## config.mk

```make
export PLATFORM = sky130hd
export DESIGN_NAME = qspi_arbiter
export DESIGN_NICKNAME = d
export VERILOG_FILES = /design/src/rtl/qspi_arb_pkg.sv /design/src/rtl/qspi_arb_pick.sv /design/src/rtl/qspi_arbiter.sv
export SDC_FILE = /design/constraint.sdc
export NUM_CORES = 1
export LEC_CHECK = 0
export BUFFER_PORTS_ARGS = -buffer_cell sky130_fd_sc_hd__buf_2
export CAP_MARGIN = 40
export CORE_MARGIN = 1.5
export CORE_UTILIZATION = 55
export CTS_CLUSTER_SIZE = 25
export DETAILED_ROUTE_END_ITERATION = 16
export PLACE_DENSITY = 0.82
export SYNTH_ARGS = -nofsm -noshare
export SYNTH_HDL_FRONTEND = slang
export SYNTH_SLANG_ARGS = --single-unit
```

## constraint.sdc

```tcl
create_clock -name clk -period 4 [get_ports clk]
set_input_delay 0.2 -clock clk [delete_from_list [all_inputs] [get_ports clk]]
set_output_delay 0.2 -clock clk [all_outputs]
set_load 0.02 [all_outputs]
```

## src/rtl/qspi_arb_pkg.sv

```systemverilog
// Shared types for the QSPI bus arbiter: target select, FSM states and chip-select decode.
package qspi_arb_pkg;

  typedef enum logic [1:0] {
    TGT_FLASH   = 2'd0,
    TGT_RAM_A   = 2'd1,
    TGT_RAM_B   = 2'd2,
    TGT_INVALID = 2'd3
  } tgt_e;

  typedef enum logic [1:0] {
    ST_IDLE   = 2'd0,
    ST_GRANT  = 2'd1,
    ST_ACTIVE = 2'd2,
    ST_GAP    = 2'd3
  } state_e;

  // cs_n bit order is {ram_b, ram_a, flash}, active low
  localparam logic [2:0] CS_NONE  = 3'b111;
  localparam logic [2:0] CS_FLASH = 3'b110;
  localparam logic [2:0] CS_RAM_A = 3'b101;
  localparam logic [2:0] CS_RAM_B = 3'b011;

  function automatic logic [2:0] cs_decode(input tgt_e t);
    case (t)
      TGT_FLASH: cs_decode = CS_FLASH;
      TGT_RAM_A: cs_decode = CS_RAM_A;
      TGT_RAM_B: cs_decode = CS_RAM_B;
      default:   cs_decode = CS_NONE;
    endcase
  endfunction

endpackage

```

## src/rtl/qspi_arb_pick.sv

```systemverilog
// Winner selection: data has priority unless the instruction side has waited out MAX_STREAK data grants.
module qspi_arb_pick #(
  parameter int MAX_STREAK = 4,
  parameter int SW         = 3
) (
  input  logic          i_instr_req,
  input  logic          i_data_req,
  input  logic [SW-1:0] i_streak,
  output logic          o_pick_instr,
  output logic          o_pick_any
);

  logic w_sat;

  assign w_sat        = (i_streak == SW'(MAX_STREAK));
  assign o_pick_any   = i_instr_req | i_data_req;
  assign o_pick_instr = i_instr_req & (~i_data_req | w_sat);

endmodule

```

## src/rtl/qspi_arbiter.sv

```systemverilog
// Two-requester QSPI bus arbiter with chip-select gap timing.
// Optional ACTIVE watchdog enabled by defining QSPI_ARB_TIMEOUT_EN.
module qspi_arbiter
  import qspi_arb_pkg::*;
#(
  parameter int CS_GAP         = 2,
  parameter int MAX_STREAK     = 4,
  parameter int TIMEOUT_CYCLES = 1024
) (
  input  logic       clk,
  input  logic       rst_n,
  input  logic       instr_req,
  input  logic [1:0] instr_sel,
  input  logic       data_req,
  input  logic [1:0] data_sel,
  output logic       instr_gnt,
  output logic       data_gnt,
  output logic       instr_done,
  output logic       data_done,
  output logic       err,
  output logic       ctl_start,
  output logic [1:0] ctl_sel,
  input  logic       ctl_done,
  output logic       ctl_abort,
  output logic [2:0] cs_n
);

  localparam int     SW         = (MAX_STREAK < 1) ? 1 : $clog2(MAX_STREAK + 1);
  localparam state_e AFTER_DONE = (CS_GAP == 0) ? ST_IDLE : ST_GAP;

  state_e        r_state, w_state_nxt;
  tgt_e          r_sel;
  logic          r_own_instr;
  logic [SW-1:0] r_streak;
  logic [3:0]    r_gap_cnt;
  logic          r_done, r_err;
  logic          w_pick_instr, w_pick_any;
  logic          w_latch, w_end, w_end_err, w_gap_load;
  logic          w_timeout, w_invalid, w_busy, w_inv_done, w_done;

  qspi_arb_pick #(.MAX_STREAK(MAX_STREAK), .SW(SW)) u_pick (
    .i_instr_req (instr_req),
    .i_data_req  (data_req),
    .i_streak    (r_streak),
    .o_pick_instr(w_pick_instr),
    .o_pick_any  (w_pick_any)
  );

  always_ff @(posedge clk or negedge rst_n) begin
    if (!rst_n) r_state <= ST_IDLE;
    else        r_state <= w_state_nxt;
  end

  always_comb begin
    w_state_nxt = r_state;
    w_latch     = 1'b0;
    w_end       = 1'b0;
    w_end_err   = 1'b0;
    case (r_state)
      ST_IDLE: begin
        if (w_pick_any) begin
          w_latch     = 1'b1;
          w_state_nxt = ST_GRANT;
        end
      end
      ST_GRANT:  w_state_nxt = w_invalid ? AFTER_DONE : ST_ACTIVE;
      ST_ACTIVE: begin
        // completion takes precedence over a coincident timeout
        if (ctl_done) begin
          w_end       = 1'b1;
          w_state_nxt = AFTER_DONE;
        end else if (w_timeout) begin
          w_end       = 1'b1;
          w_end_err   = 1'b1;
          w_state_nxt = AFTER_DONE;
        end
      end
      ST_GAP:  if (r_gap_cnt == 4'd0) w_state_nxt = ST_IDLE;
      default: w_state_nxt = ST_IDLE;
    endcase
    w_gap_load = (w_state_nxt == ST_GAP) && (r_state != ST_GAP);
  end

  always_ff @(posedge clk or negedge rst_n) begin
    if (!rst_n) begin
      r_sel       <= TGT_FLASH;
      r_own_instr <= 1'b0;
      r_streak    <= '0;
      r_gap_cnt   <= 4'd0;
      r_done      <= 1'b0;
      r_err       <= 1'b0;
    end else begin
      r_done <= w_end;
      r_err  <= w_end_err;
      if (w_latch) begin
        r_own_instr <= w_pick_instr;
        r_sel       <= w_pick_instr ? tgt_e'(instr_sel) : tgt_e'(data_sel);
        if (w_pick_instr)
          r_streak <= '0;
        else if (instr_req && (r_streak != SW'(MAX_STREAK)))
          r_streak <= r_streak + 1'b1;
      end
      if (w_gap_load)
        r_gap_cnt <= 4'(CS_GAP - 1);
      else if ((r_state == ST_GAP) && (r_gap_cnt != 4'd0))
        r_gap_cnt <= r_gap_cnt - 1'b1;
    end
  end

`ifdef QSPI_ARB_TIMEOUT_EN
  localparam int TW = (TIMEOUT_CYCLES > 1) ? $clog2(TIMEOUT_CYCLES) : 1;

  logic [TW-1:0] r_to_cnt;
  logic          r_abort;

  always_ff @(posedge clk or negedge rst_n) begin
    if (!rst_n) begin
      r_to_cnt <= '0;
      r_abort  <= 1'b0;
    end else begin
      r_abort <= w_end_err;
      if (r_state == ST_GRANT)
        r_to_cnt <= TW'(TIMEOUT_CYCLES - 1);
      else if ((r_state == ST_ACTIVE) && (r_to_cnt != '0))
        r_to_cnt <= r_to_cnt - 1'b1;
    end
  end

  assign w_timeout = (r_to_cnt == '0);
  assign ctl_abort = r_abort;
`else
  assign w_timeout = 1'b0;
  assign ctl_abort = 1'b0;
`endif

  assign w_invalid  = (r_sel == TGT_INVALID);
  assign w_busy     = (r_state == ST_GRANT) || (r_state == ST_ACTIVE);
  assign w_inv_done = (r_state == ST_GRANT) && w_invalid;
  assign w_done     = r_done | w_inv_done;

  assign instr_gnt  = w_busy & r_own_instr;
  assign data_gnt   = w_busy & ~r_own_instr;
  assign instr_done = w_done & r_own_instr;
  assign data_done  = w_done & ~r_own_instr;
  assign err        = r_err | w_inv_done;
  assign ctl_start  = (r_state == ST_GRANT) && !w_invalid;
  assign ctl_sel    = r_sel;
  assign cs_n       = (w_busy && !w_invalid) ? cs_decode(r_sel) : CS_NONE;

endmodule

```

* Yosys cells after proc, flatten, opt, wreduce, memory -nomap -nowiden
Index checks and enable logic that the tools add are counted.
Cells by class: bitwise logic cells 10, muxes and demuxes 16, equality and inequality tests 10, $add $sub $neg 2, reduce and logical (&&, ||, !) cells 15
Operator list (number):
- $eq 2x2->1 const B | 5
- $mux 3 | 3
- $pmux 3 s3 | 1
- $mux 2 | 4
- $mux 4 | 2
- $pmux 2 s4 | 1
- $logic_and 1x1->1 | 6
- $and 1x1->1 | 5
- $mux 1 | 5
- $eq 2x1->1 const B | 2
- $logic_not 2->1 | 2
- $logic_not 4->1 | 1
- $reduce_bool 2->1 | 2
- $reduce_bool 4->1 | 1
- $sub 4x1->4 const B | 1
- $add 3x1->3 const B | 1
- $eq 3x3->1 const B | 1
- $ne 3x3->1 const B | 1
- $or 1x1->1 | 3
- $ne 2x2->1 const B | 1
- $not 1->1 | 2
- $reduce_and 2->1 | 1
- $logic_not 1->1 | 1
- $logic_or 1x1->1 | 1
Word-level totals: flip-flop bits (word level) 13, input port bits 9

* Logic depth before layout (Yosys ltp)
Gate-level depths: netlist of the first run.
depth after elaboration 6, gate-level depth with buffers 7, mapped depth without buffers 6

* Hierarchy
A second synthesis of the first run with hierarchy kept.
Second synthesis, totals: cells, all modules 89, area, all modules 854.6 µm²
By module, submodules not included:
- qspi_arbiter | times used 1, cells each 85, area an instance 824.5 µm²
- qspi_arb_pick | times used 1, cells each 4, area an instance 30.0 µm²

* Worst setup path after synthesis of the first run
Ideal clock, no wire load.
path type reg2reg, start register r_gap_cnt[0], end register r_gap_cnt[0], setup slack 2.244 ns, arrival 1.635 ns, stages on the path, launching flop included 7, buffers on the path 0, period minus slack after synthesis 1.756 ns, required time 3.879 ns, cell sequence dfrtp_1 -> inv_1 -> ha_1 -> or3b_4 -> a2111oi_4 -> nor4bb_2 -> nand2b_1
On the way: longest elaborated chain between the ends 6, elaborated cells on any way between the ends 11, classes of those cells add/sub: 1; eq/ne: 1; mux: 4; reduce/logical: 5
RTL lines:
- from (decl) | RTL line qspi_arbiter.sv:35 | logic [3:0] r_gap_cnt;
- from (signal assigned) | RTL line qspi_arbiter.sv:104 | r_gap_cnt <= 4'(CS_GAP - 1);
- from (signal assigned) | RTL line qspi_arbiter.sv:106 | r_gap_cnt <= r_gap_cnt - 1'b1;
- $logic_not 4->1 | RTL line qspi_arbiter.sv:78 | ST_GAP: if (r_gap_cnt == 4'd0) w_state_nxt = ST_IDLE;
- $mux 2 | RTL line qspi_arbiter.sv:78
- $pmux 2 s4 | RTL line qspi_arbiter.sv:59 | case (r_state)
- $eq 2x2->1 | RTL line qspi_arbiter.sv:81 | w_gap_load = (w_state_nxt == ST_GAP) && (r_state != ST_GAP);
- $logic_and 1x1->1 | RTL line qspi_arbiter.sv:81
- $mux 4 / $reduce_bool 2->1 (equally long branches)
Several ways; a longest one is shown, not always the timed one. The select of a mux whose other input is x is not followed. A chain may end at the register's enable or synchronous reset.

* Worst setup path in the final report of the first run
start register r_state[0], end register r_gap_cnt[1]
On the way: longest elaborated chain between the ends 5, elaborated cells on any way between the ends 14, classes of those cells eq/ne: 5; mux: 5; reduce/logical: 4
RTL lines:
- from (decl) | RTL line qspi_arbiter.sv:31 | state_e r_state, w_state_nxt;
- from (signal assigned) | RTL line qspi_arbiter.sv:51 | else r_state <= w_state_nxt;
- $eq 2x2->1 (tied with other cells) | RTL line qspi_arbiter.sv:59, qspi_arbiter.sv:105
- $pmux 2 s4 | RTL line qspi_arbiter.sv:59
- $eq 2x2->1 | RTL line qspi_arbiter.sv:81
- $logic_and 1x1->1 | RTL line qspi_arbiter.sv:81
- $mux 4 / $reduce_bool 2->1 (equally long branches)
Several ways; a longest one is shown, not always the timed one.

==> flow_metrics.env, run 1 <==
export IMPL_initial_utilization=0.587
export IMPL_clock_tree_root_driver_cell="sky130_fd_sc_hd__clkbuf_4"
export IMPL_hold_slack_final_ps=159
export IMPL_power_per_cell_area_nw_per_um2=767
export IMPL_place_worst_setup_slack_ps=2110
export IMPL_vias_per_cell=5.63
export IMPL_ys_top_cells_by_area="sky130_fd_sc_hd__dfrtp_1, sky130_fd_sc_hd__ha_1, sky130_fd_sc_hd__nand2_1, sky130_fd_sc_hd__o21ai_1, sky130_fd_sc_hd__a2111oi_4"
export IMPL_design_core_area_um2=1510
export IMPL_cts_post_setup_buffers_inserted=0
export IMPL_first_global_vias=697
export IMPL_routed_via_count=738
export IMPL_setup_viol_count_final=0
export IMPL_diodes=0
export IMPL_drt_pass1_iter_count=4
export IMPL_route_detailed_wl_per_inst_um=12.6
export IMPL_p_leak_nw=0.481
export IMPL_max_stage_delay_ps=460
export IMPL_final_cell_count_no_fill=131
export IMPL_synth_net_count=110
export IMPL_worst_skew_pair_late_latency_ps=280
export IMPL_die_width_um=43.1
export IMPL_crit_path_end_kind="register"
export IMPL_synth_cell_type_count=36
export IMPL_min_path_type="in -> reg"
export IMPL_flow_area_growth_from_synthesis_pct=14.0
export IMPL_run_status="finished, final reports clean"
export IMPL_timing_setup_tns_ps=0
export IMPL_cts_tree="done"
export IMPL_die_h_um=43.1
export IMPL_final_min_period_over_clock_period=0.479
export IMPL_cts_sink_count=13
export IMPL_slowest_stage="sky130_fd_sc_hd__nor4bb_2"
export IMPL_antenna_violations_before_repair=0
export IMPL_yosysWarnings=0
export IMPL_critical_path_startpoint_type="register"
export IMPL_post_route_cells_drive_above_1_share=0.226
export IMPL_num_rows=14
export IMPL_globalRouteTotalUtil=0.206
export IMPL_post_synth_top_area_fraction=0.368
export IMPL_yosys_register_bits=13
export IMPL_number_of_standard_cells_after_synthesis=93
export IMPL_critical_path_cell_chain="inv_1 -> ha_1 -> a31oi_1 -> a32oi_1 -> nor4bb_2 -> a21oi_1"
export IMPL_numCtsBuffers=3
export IMPL_worst_ir_drop_vdd_mv=0.558
export IMPL_global_route_usage_met2=0.370
export IMPL_h_tree_depth=1
export IMPL_synth_cell_area_um2=885
export IMPL_drc=0
export IMPL_clk_transition_reported_paths_ps=90
export IMPL_avg_synthesized_cell_area_um2=9.51
export IMPL_pin_count_of_the_biggest_net_entering_global_routing=14
export IMPL_detail_route_wirelength_mm=1.66
export IMPL_buffer_ports_inserted=19
export IMPL_skew_ps=14.7
export IMPL_data_required_time_of_the_worst_path_ps=4130
export IMPL_global_route_total_overflow=0
export IMPL_hpwl_mm=1.28
export IMPL_final_seq_area_um2=325
export IMPL_io_pin_count=21
export IMPL_num_nets_final=133
export IMPL_footprint_of_the_multi_input_gates_um2=509
export IMPL_ctsLongestPathBuffers=2
export IMPL_design_die_area_um2=1860
export IMPL_timing_final_crit_period_ps=1920
export IMPL_critPathMaxFanout=9
export IMPL_gp_routability_congestion=0.791
export IMPL_groute_layer_met3_usage=0.0596
export IMPL_timing_setup_critical_path_class="reg -> reg"
export IMPL_dp_cells=126
export IMPL_ant_nets=0
export IMPL_layout_filler_cells=118
export IMPL_final_hold_viol_count=0
export IMPL_fmax_ghz=0.522
export IMPL_grt_util_met1=0.206
export IMPL_least_setup_slack_across_all_paths_after_layout_ps=2080
export IMPL_arrival_ps=2050
export IMPL_drtIter0Drc=6
export IMPL_synth_largest_area_cell="sky130_fd_sc_hd__dfrtp_1"
export IMPL_grt_setup_unrepaired="no"
export IMPL_grt_pass1_wl_mm=2.79
export IMPL_sequential_share_of_the_synthesized_area=0.368
export IMPL_grt_most_used_layer="met2"
export IMPL_maxCapViolCount=0
export IMPL_report_final_slew_viol_count=0
[cells by family after synthesis]
kind of cell,synth area share
adders and majority gates,0.113
xor gates and xnor gates,0.0198
and+or+nand+nor,0.253
AOI/OAI and AO/OA,0.163
DFF,0.368
other,0.00424
buffers and inverters,0.0566
muxes,0.0226
[worst paths after layout]
path | start | end | slack, ps | depth (start not counted)
worst max-delay path | r_state[0]$_DFF_PN0_ | r_gap_cnt[1]$_DFFE_PN0P_ | 2080 | 6
worst min-delay path | ctl_done | r_done$_DFF_PN0_ | 160 | 2
worst max register to register | r_state[0]$_DFF_PN0_ | r_gap_cnt[1]$_DFFE_PN0P_ | 2080 | 6
worst min register to register | r_streak[2]$_DFFE_PN0P_ | r_streak[2]$_DFFE_PN0P_ | 470 | 1
max in group asynchronous | rst_n | r_streak[0]$_DFFE_PN0P_ | 3400 | 2
min in group asynchronous | rst_n | r_done$_DFF_PN0_ | 350 | 2
[per-layer routing]
metal  routed length [um]  vias up  share of wire
met3                   56        6          0.034
met2                  836       19           0.50
met5                    0        -              0
met4                   40        0          0.024
li1                     -      370              -
met1                  724      343           0.44
[where the power goes]
group          switching [mW]  total (mW)  internal [mW]  leakage, nW
combinational           0.262       0.450          0.188        0.298
clock                  0.0429      0.0815         0.0386       0.0150
sequential             0.0567       0.241          0.185        0.168
total                   0.362       0.773          0.412        0.481
[critical path: cells and delay by family (launching register included)]
family	cells	cell delay, ps
simple gates	1	460
flops	1	420
fa+ha+maj	1	380
compound gates	3	380
buf+inv	1	130
[repair_timing]
action                    CTS  global route
hold endpoints to repair   13             0
resized for setup           0             0
hold buffers                1             0
[metrics by stage]
stage               area, um2  power (mW)  utilization
floorplan                 885       0.599            -
global placement          972       0.671        0.645
detailed placement        972       0.694        0.645
CTS                      1010       0.779        0.669
global route             1010       0.840        0.669
finish                   1010       0.773        0.669
[state kept, by name (all words and copies together), names as in the netlist]
name	cells
r_gap_cnt	4
r_streak	3
ctl_sel	2
r_state	2
r_done	1
r_own_instr	1
[cell type report]
cell class,instances,area share
Multi-Input combinational cell,72,0.505
Inverter,6,0.0223
Timing Repair Buffer,20,0.104
Clock buffer,4,0.0261
Sequential cell,13,0.323
Tap cell,16,0.0199
[cell usage in the layout (no fill, tap or decap), types with 2 or more instances in the layout]
cell	instances
sky130_fd_sc_hd__nand3b_1	3
sky130_fd_sc_hd__dfrtp_1	13
sky130_fd_sc_hd__nor2b_1	3
sky130_fd_sc_hd__nand2b_1	2
sky130_fd_sc_hd__clkbuf_4	3
sky130_fd_sc_hd__and2_1	2
sky130_fd_sc_hd__mux2i_1	2
sky130_fd_sc_hd__inv_1	6
sky130_fd_sc_hd__nand3_1	2
sky130_fd_sc_hd__a21oi_1	5
sky130_fd_sc_hd__nor2_1	4
sky130_fd_sc_hd__o21ai_1	8
sky130_fd_sc_hd__nand2_1	12
sky130_fd_sc_hd__ha_1	8
sky130_fd_sc_hd__buf_2	19
[synthesized netlist by cell type, drive strengths merged]
cell     count
inv          6
or3b         2
a21boi       2
conb         1
nor2         4
nor2b        3
a32oi        1
xnor2        1
and2         2
ha           8
nand4        1
a2111oi      1
xor2         1
nand3        2
nand2b       2
nand4bb      1
nor4bb       1
a21oi        5
a31oi        1
nand4b       1
nor3         1
o2bb2ai      1
or2          1
and3         1
nor3b        1
o211ai       1
buf          2
dfrtp       13
mux2i        2
nand2       12
o21ai        9
nand3b       3
No activity file was read; power rests on OpenSTA's default activity.
==> run 2, diff against run 1 <==
- CORE_UTILIZATION: 55 -> 51
- PLACE_DENSITY: 0.82 -> 0.76
- clock period: 4 -> 1.9 ns (I/O delays scaled with it)
==> run 2 against run 1 <==
  * Setup slack got worse by 2000 ps
  * Wire length decreased by 1.8%
  * Clock skew decreased by 11 ps
  * First-iteration DRC count increased by 67%
  * Design area increased by 3.6%
  * Power increased by 120%
  * Critical endpoint is now r_gap_cnt[0]$_DFFE_PN0P_
  * Non-clock buffer count increased by 3
  * Sequential share of layout area decreased by 1.1 points
  * Flip-flop and latch count unchanged
  * Combinational power increased by 120%
  * Clock power increased by 110%
  * Count of clock-buffer cells in the layout unchanged
==> flow_metrics.env, run 2 (synthesis results as in run 1) <==
export IMPL_run_status="finished, final reports clean"
export IMPL_numCtsBuffers=3
export IMPL_mostFrequentLayoutCells="sky130_fd_sc_hd__buf_2, sky130_fd_sc_hd__dfrtp_1, sky130_fd_sc_hd__nand2_1, sky130_fd_sc_hd__o21ai_1, sky130_fd_sc_hd__ha_1"
export IMPL_grt_setup_unrepaired="no"
export IMPL_final_cell_count_no_fill=134
export IMPL_h_tree_depth=1
export IMPL_detail_route_wirelength_mm=1.63
export IMPL_drtIter0Drc=10
export IMPL_final_hold_viol_count=0
export IMPL_report_final_slew_viol_count=0
export IMPL_cts_tree="done"
export IMPL_vias_per_cell=5.37
export IMPL_critical_path_startpoint_type="register"
export IMPL_cts_sink_count=13
export IMPL_route_detailed_wl_per_inst_um=12.1
export IMPL_worst_ir_drop_vdd_mv=1.04
export IMPL_crit_path_end_kind="register"
export IMPL_grt_pass1_wl_mm=2.76
export IMPL_global_route_total_overflow=0
export IMPL_groute_layer_met3_usage=0.0612
export IMPL_gp_routability_congestion=0.782
export IMPL_num_rows=14
export IMPL_cts_post_setup_buffers_inserted=0
export IMPL_final_min_period_over_clock_period=0.960
export IMPL_fmax_ghz=0.548
export IMPL_clk_transition_reported_paths_ps=80
export IMPL_timing_final_crit_period_ps=1820
export IMPL_largest_reg_flops=4
export IMPL_global_route_usage_met2=0.319
export IMPL_top_regs="r_gap_cnt: 4 flops, r_streak: 3 flops"
export IMPL_worst_skew_pair_late_latency_ps=280
export IMPL_setup_viol_count_final=0
export IMPL_design_die_area_um2=1990
export IMPL_arrival_ps=2000
export IMPL_diodes=0
export IMPL_grt_util_met1=0.234
export IMPL_drt_pass1_iter_count=4
export IMPL_pin_count_of_the_biggest_net_entering_global_routing=14
export IMPL_flow_area_growth_from_synthesis_pct=18.1
export IMPL_timing_setup_critical_path_class="reg -> reg"
export IMPL_ctsLongestPathBuffers=2
export IMPL_ant_nets=0
export IMPL_design_core_area_um2=1560
export IMPL_min_path_type="in -> reg"
export IMPL_mostFrequentLayoutCell="sky130_fd_sc_hd__buf_2"
export IMPL_data_required_time_of_the_worst_path_ps=2070
export IMPL_p_leak_nw=0.494
export IMPL_post_dp_cell_area_um2=995
export IMPL_die_width_um=44.6
export IMPL_hpwl_mm=1.27
export IMPL_power_per_cell_area_nw_per_um2=1610
export IMPL_num_nets_final=136
export IMPL_io_pin_count=21
export IMPL_grt_most_used_layer="met2"
export IMPL_antenna_violations_before_repair=0
export IMPL_clock_tree_root_driver_cell="sky130_fd_sc_hd__clkbuf_4"
export IMPL_maxCapViolCount=0
export IMPL_skew_ps=3.45
export IMPL_design_area_um2=1040
export IMPL_critPathMaxFanout=4
export IMPL_first_global_vias=661
export IMPL_buffer_ports_inserted=19
export IMPL_post_route_cells_drive_above_1_share=0.271
export IMPL_initial_utilization=0.567
export IMPL_timing_setup_tns_ps=0
export IMPL_die_h_um=44.6
export IMPL_layout_filler_cells=142
export IMPL_routed_via_count=720
export IMPL_globalRouteTotalUtil=0.199
export IMPL_top_register="r_gap_cnt"
export IMPL_dp_cells=129
export IMPL_drc=0
-- run 2: cell count changes in the layout (fill, tap and decap cells not counted), sizes merged --
cell	previous run	this run
buf	19	22
-- run 2: metrics by stage --
stage	utilization	hold slack [ps]	power, mW	worst slack (ps)
after global routing	0.670	53.7	1.83	14.9
after detailed placement	0.638	-1.10	1.48	38.1
final	0.670	44.0	1.69	75.5
after CTS	0.661	39.2	1.66	19.7
after global placement	0.638	-2.16	1.45	111
after floorplan	-	-201	1.26	144
-- run 2: worst max-delay path, stage by stage, from the launching register on --
cell,delay (ps)
sky130_fd_sc_hd__dfrtp_1,390
sky130_fd_sc_hd__inv_2,70
sky130_fd_sc_hd__ha_2,180
sky130_fd_sc_hd__or3b_4,420
sky130_fd_sc_hd__a2111oi_4,390
sky130_fd_sc_hd__nor4bb_4,110
sky130_fd_sc_hd__nand2b_1,160
-- run 2: timing repair --
| item | 4_1_cts | 5_1_grt |
|---|---|---|
| hold buffers | 1 | 0 |
| hold endpoints to repair | 13 | 0 |
| resized for setup | 0 | 4 |
| endpoints found under the setup margin | 0 | 4 |
-- run 2: layout make-up --
cell class	count	area, um2	share of cell area
Sequential cell	13	325	0.311
Clock buffer	4	26.3	0.0251
Tap cell	16	20.0	0.0192
Inverter	6	22.5	0.0216
Multi-Input combinational cell	72	523	0.501
Timing Repair Buffer	23	128	0.122
-- run 2: report_power, final --
part	switching [mW]	internal, mW
combinational	0.566	0.447
clock	0.0925	0.0815
sequential	0.109	0.389
total	0.768	0.917
-- run 2: final timing paths --
kind	from	to	slack [ps]	cells after the start
setup / recovery	r_gap_cnt[0]$_DFFE_PN0P_	r_gap_cnt[0]$_DFFE_PN0P_	80	6
hold / removal	ctl_done	r_done$_DFF_PN0_	40	2
setup reg to reg	r_gap_cnt[0]$_DFFE_PN0P_	r_gap_cnt[0]$_DFFE_PN0P_	80	6
hold reg to reg	r_streak[2]$_DFFE_PN0P_	r_streak[2]$_DFFE_PN0P_	490	1
max in group asynchronous	rst_n	ctl_sel[0]$_DFFE_PN0P_	1450	2
min in group asynchronous	rst_n	r_state[0]$_DFF_PN0_	220	2
-- run 2: layer usage --
| metal | vias to the layer above | routed length (um) | part of all wire |
|---|---|---|---|
| li1 | 374 | - | - |
| met1 | 330 | 750 | 0.46 |
| met4 | 0 | 29 | 0.018 |
| met3 | 5 | 52 | 0.032 |
| met2 | 11 | 794 | 0.49 |
| met5 | - | 0 | 0 |
==> run 3, diff against run 2 <==
- BUFFER_PORTS_ARGS: -buffer_cell sky130_fd_sc_hd__buf_2 -> unset
- CORE_UTILIZATION: 51 -> 55
- DONT_BUFFER_PORTS: unset -> 1
- PLACE_DENSITY: 0.76 -> 0.7
==> run 3 against run 2 <==
  * Critical path depth did not move
  * Sequential power is 0.8% higher
  * First-iteration DRC count decreased by 20%
  * Global-route usage decreased by 0.22 points
  * Setup slack got worse by 3.5 ps
  * Die area decreased by 6.8%
  * Non-clock buffer count down 12
  * Register-to-register slack about the same
  * Core utilization fell by 0.32 points
  * Critical endpoint unchanged
  * Largest cell class unchanged
==> flow_metrics.env, run 3 (synthesis results as in run 1) <==
export IMPL_layout_filler_cells=123
export IMPL_slowest_stage="sky130_fd_sc_hd__or3b_4"
export IMPL_totalPowerFinal_mw=1.64
export IMPL_power_per_cell_area_nw_per_um2=1630
export IMPL_ant_nets=0
export IMPL_antenna_violations_before_repair=0
export IMPL_design_die_area_um2=1860
export IMPL_top_register="r_gap_cnt"
export IMPL_largest_reg_flops=4
export IMPL_hpwl_mm=1.23
export IMPL_io_pin_count=21
export IMPL_final_hold_viol_count=0
export IMPL_flow_area_growth_from_synthesis_pct=13.6
export IMPL_h_tree_depth=1
export IMPL_place_worst_setup_slack_ps=49.1
export IMPL_initial_utilization=0.587
export IMPL_timing_slew_headroom=0.612
export IMPL_hold_path_startpoint="instr_sel[1]"
export IMPL_num_rows=14
export IMPL_timing_setup_critical_path_class="reg -> reg"
export IMPL_route_detailed_wl_per_inst_um=12.9
export IMPL_clock_tree_root_driver_cell="sky130_fd_sc_hd__clkbuf_4"
export IMPL_p_leak_nw=0.452
export IMPL_register_to_register_setup_slack_ps=70
export IMPL_cts_sink_count=13
export IMPL_crit_path_end_kind="register"
export IMPL_grt_pass1_wl_mm=2.70
export IMPL_globalRouteTotalUtil=0.196
export IMPL_arrival_ps=1990
export IMPL_ff2ff_path_depth=6
export IMPL_vias_per_cell=5.60
export IMPL_maxCapViolCount=0
export IMPL_r2r_start="r_gap_cnt[0]$_DFFE_PN0P_"
export IMPL_drc=0
export IMPL_detail_route_wirelength_mm=1.57
export IMPL_critical_path_cell_chain="inv_1 -> ha_1 -> or3b_4 -> a2111oi_4 -> nor4bb_4 -> nand2b_1"
export IMPL_setup_viol_count_final=0
export IMPL_timing_hold_worst_path_depth=2
export IMPL_diodes=0
export IMPL_gp_routability_congestion=0.726
export IMPL_post_route_cells_drive_above_1_share=0.132
export IMPL_die_h_um=43.1
export IMPL_ctsLongestPathBuffers=2
export IMPL_regToRegEndpoint="r_gap_cnt[0]$_DFFE_PN0P_"
export IMPL_drtIter0Drc=8
export IMPL_worst_ir_drop_vdd_mv=1.21
export IMPL_cts_tree="done"
export IMPL_final_min_period_over_clock_period=0.962
export IMPL_report_final_slew_viol_count=0
export IMPL_min_path_type="in -> reg"
export IMPL_mostFrequentLayoutCell="sky130_fd_sc_hd__dfrtp_1"
export IMPL_first_global_vias=650
export IMPL_num_nets_final=124
export IMPL_least_setup_slack_across_all_paths_after_layout_ps=72.0
export IMPL_worst_tran_pin_value_ps=580
export IMPL_mostFrequentLayoutCells="sky130_fd_sc_hd__dfrtp_1, sky130_fd_sc_hd__nand2_1, sky130_fd_sc_hd__o21ai_1, sky130_fd_sc_hd__ha_1, sky130_fd_sc_hd__buf_4"
export IMPL_pin_count_of_the_biggest_net_entering_global_routing=14
export IMPL_buffer_ports_inserted=0
export IMPL_critPathBufInv=1
export IMPL_top_regs="r_gap_cnt: 4 flops, r_streak: 3 flops"
export IMPL_data_required_time_of_the_worst_path_ps=2060
export IMPL_critPathMaxFanout=4
export IMPL_design_core_area_um2=1510
export IMPL_drt_pass1_iter_count=4
export IMPL_skew_ps=4.68
export IMPL_max_stage_delay_ps=420
export IMPL_die_width_um=43.1
export IMPL_numCtsBuffers=3
export IMPL_critPathTopFamily="simple AND/OR/NAND/NOR gates"
export IMPL_global_route_total_overflow=0
export IMPL_routed_via_count=683
export IMPL_worstHoldEndpoint="ctl_sel[1]$_DFFE_PN0P_"
export IMPL_worst_skew_pair_late_latency_ps=270
export IMPL_timing_final_crit_period_ps=1830
export IMPL_fmax_ghz=0.547
export IMPL_run_status="finished, final reports clean"
export IMPL_critical_path_startpoint_type="register"
export IMPL_clk_transition_reported_paths_ps=80
[run 3: cell types whose count changed in the layout (fill, tap and decap cells not counted), moves of 2 or more]
cell	delta
sky130_fd_sc_hd__dlygate4sd3_1	+3
sky130_fd_sc_hd__buf_4	+4
sky130_fd_sc_hd__ha_2	-2
sky130_fd_sc_hd__ha_1	+2
sky130_fd_sc_hd__buf_2	-19
[run 3: repair_timing]
action	4_1_cts	5_1_grt
hold endpoints to repair	16	0
buffers inserted	0	0
setup endpoints to repair	0	3
hold buffers	4	0
gates resized for setup	0	1
[run 3: worst register-to-register path, cell delays in order (launching register included)]
cell and delay, ps:
sky130_fd_sc_hd__dfrtp_1 380, sky130_fd_sc_hd__inv_1 90, sky130_fd_sc_hd__ha_1 190, sky130_fd_sc_hd__or3b_4 420, sky130_fd_sc_hd__a2111oi_4 380, sky130_fd_sc_hd__nor4bb_4 100
sky130_fd_sc_hd__nand2b_1 160
[run 3: power breakdown]
group	switching [mW]	internal [mW]	total (mW)
clock network	0.0874	0.0813	0.169
logic	0.549	0.420	0.970
registers	0.114	0.389	0.502
total	0.751	0.890	1.64
[run 3: metal layers]
metal / wire length (um) / GRT usage / share of wire / vias up
met1: 730 / 0.253 / 0.46 / 319
met3: 50 / 0.0383 / 0.032 / 2
li1: - / - / - / 350
met4: 10 / 0.0909 / 0.0064 / 0
met5: 0 / 0 / 0 / -
met2: 780 / 0.313 / 0.50 / 12
[run 3: final cells by class]
type                            count  area, um2  area share
Clock buffer                        4       26.3      0.0262
Timing Repair Buffer               11       92.6      0.0922
Multi-Input combinational cell     72        518       0.516
Tap cell                           16       20.0      0.0199
Sequential cell                    13        325       0.324
Inverter                            6       22.5      0.0224
[run 3: through the flow]
step                      utilization  TNS [ps]  instances  hold WS, ps  instance area, um2
after global placement          0.617         0        114         -200                 930
after global routing            0.667     -12.7        122         4.32                1000
final                           0.667         0        122         6.60                1000
after detailed placement        0.617         0        114         -200                 930
after floorplan                     -         0         93         -201                 885
after CTS                       0.661         0        122         8.47                 996
[run 3: worst max-delay path by stage]
stage	end	slack [ps]	start	cells past startpoint
after floorplan	r_gap_cnt[0]$_DFFE_PN0P_	140	r_gap_cnt[0]$_DFFE_PN0P_	6
after global placement	r_gap_cnt[0]$_DFFE_PN0P_	110	r_gap_cnt[0]$_DFFE_PN0P_	6
after detailed placement	r_gap_cnt[0]$_DFFE_PN0P_	50	r_gap_cnt[0]$_DFFE_PN0P_	6
after CTS	r_gap_cnt[0]$_DFFE_PN0P_	40	r_gap_cnt[0]$_DFFE_PN0P_	6
after global routing	r_gap_cnt[0]$_DFFE_PN0P_	-10	r_gap_cnt[0]$_DFFE_PN0P_	6
final	r_gap_cnt[0]$_DFFE_PN0P_	70	r_gap_cnt[0]$_DFFE_PN0P_	6
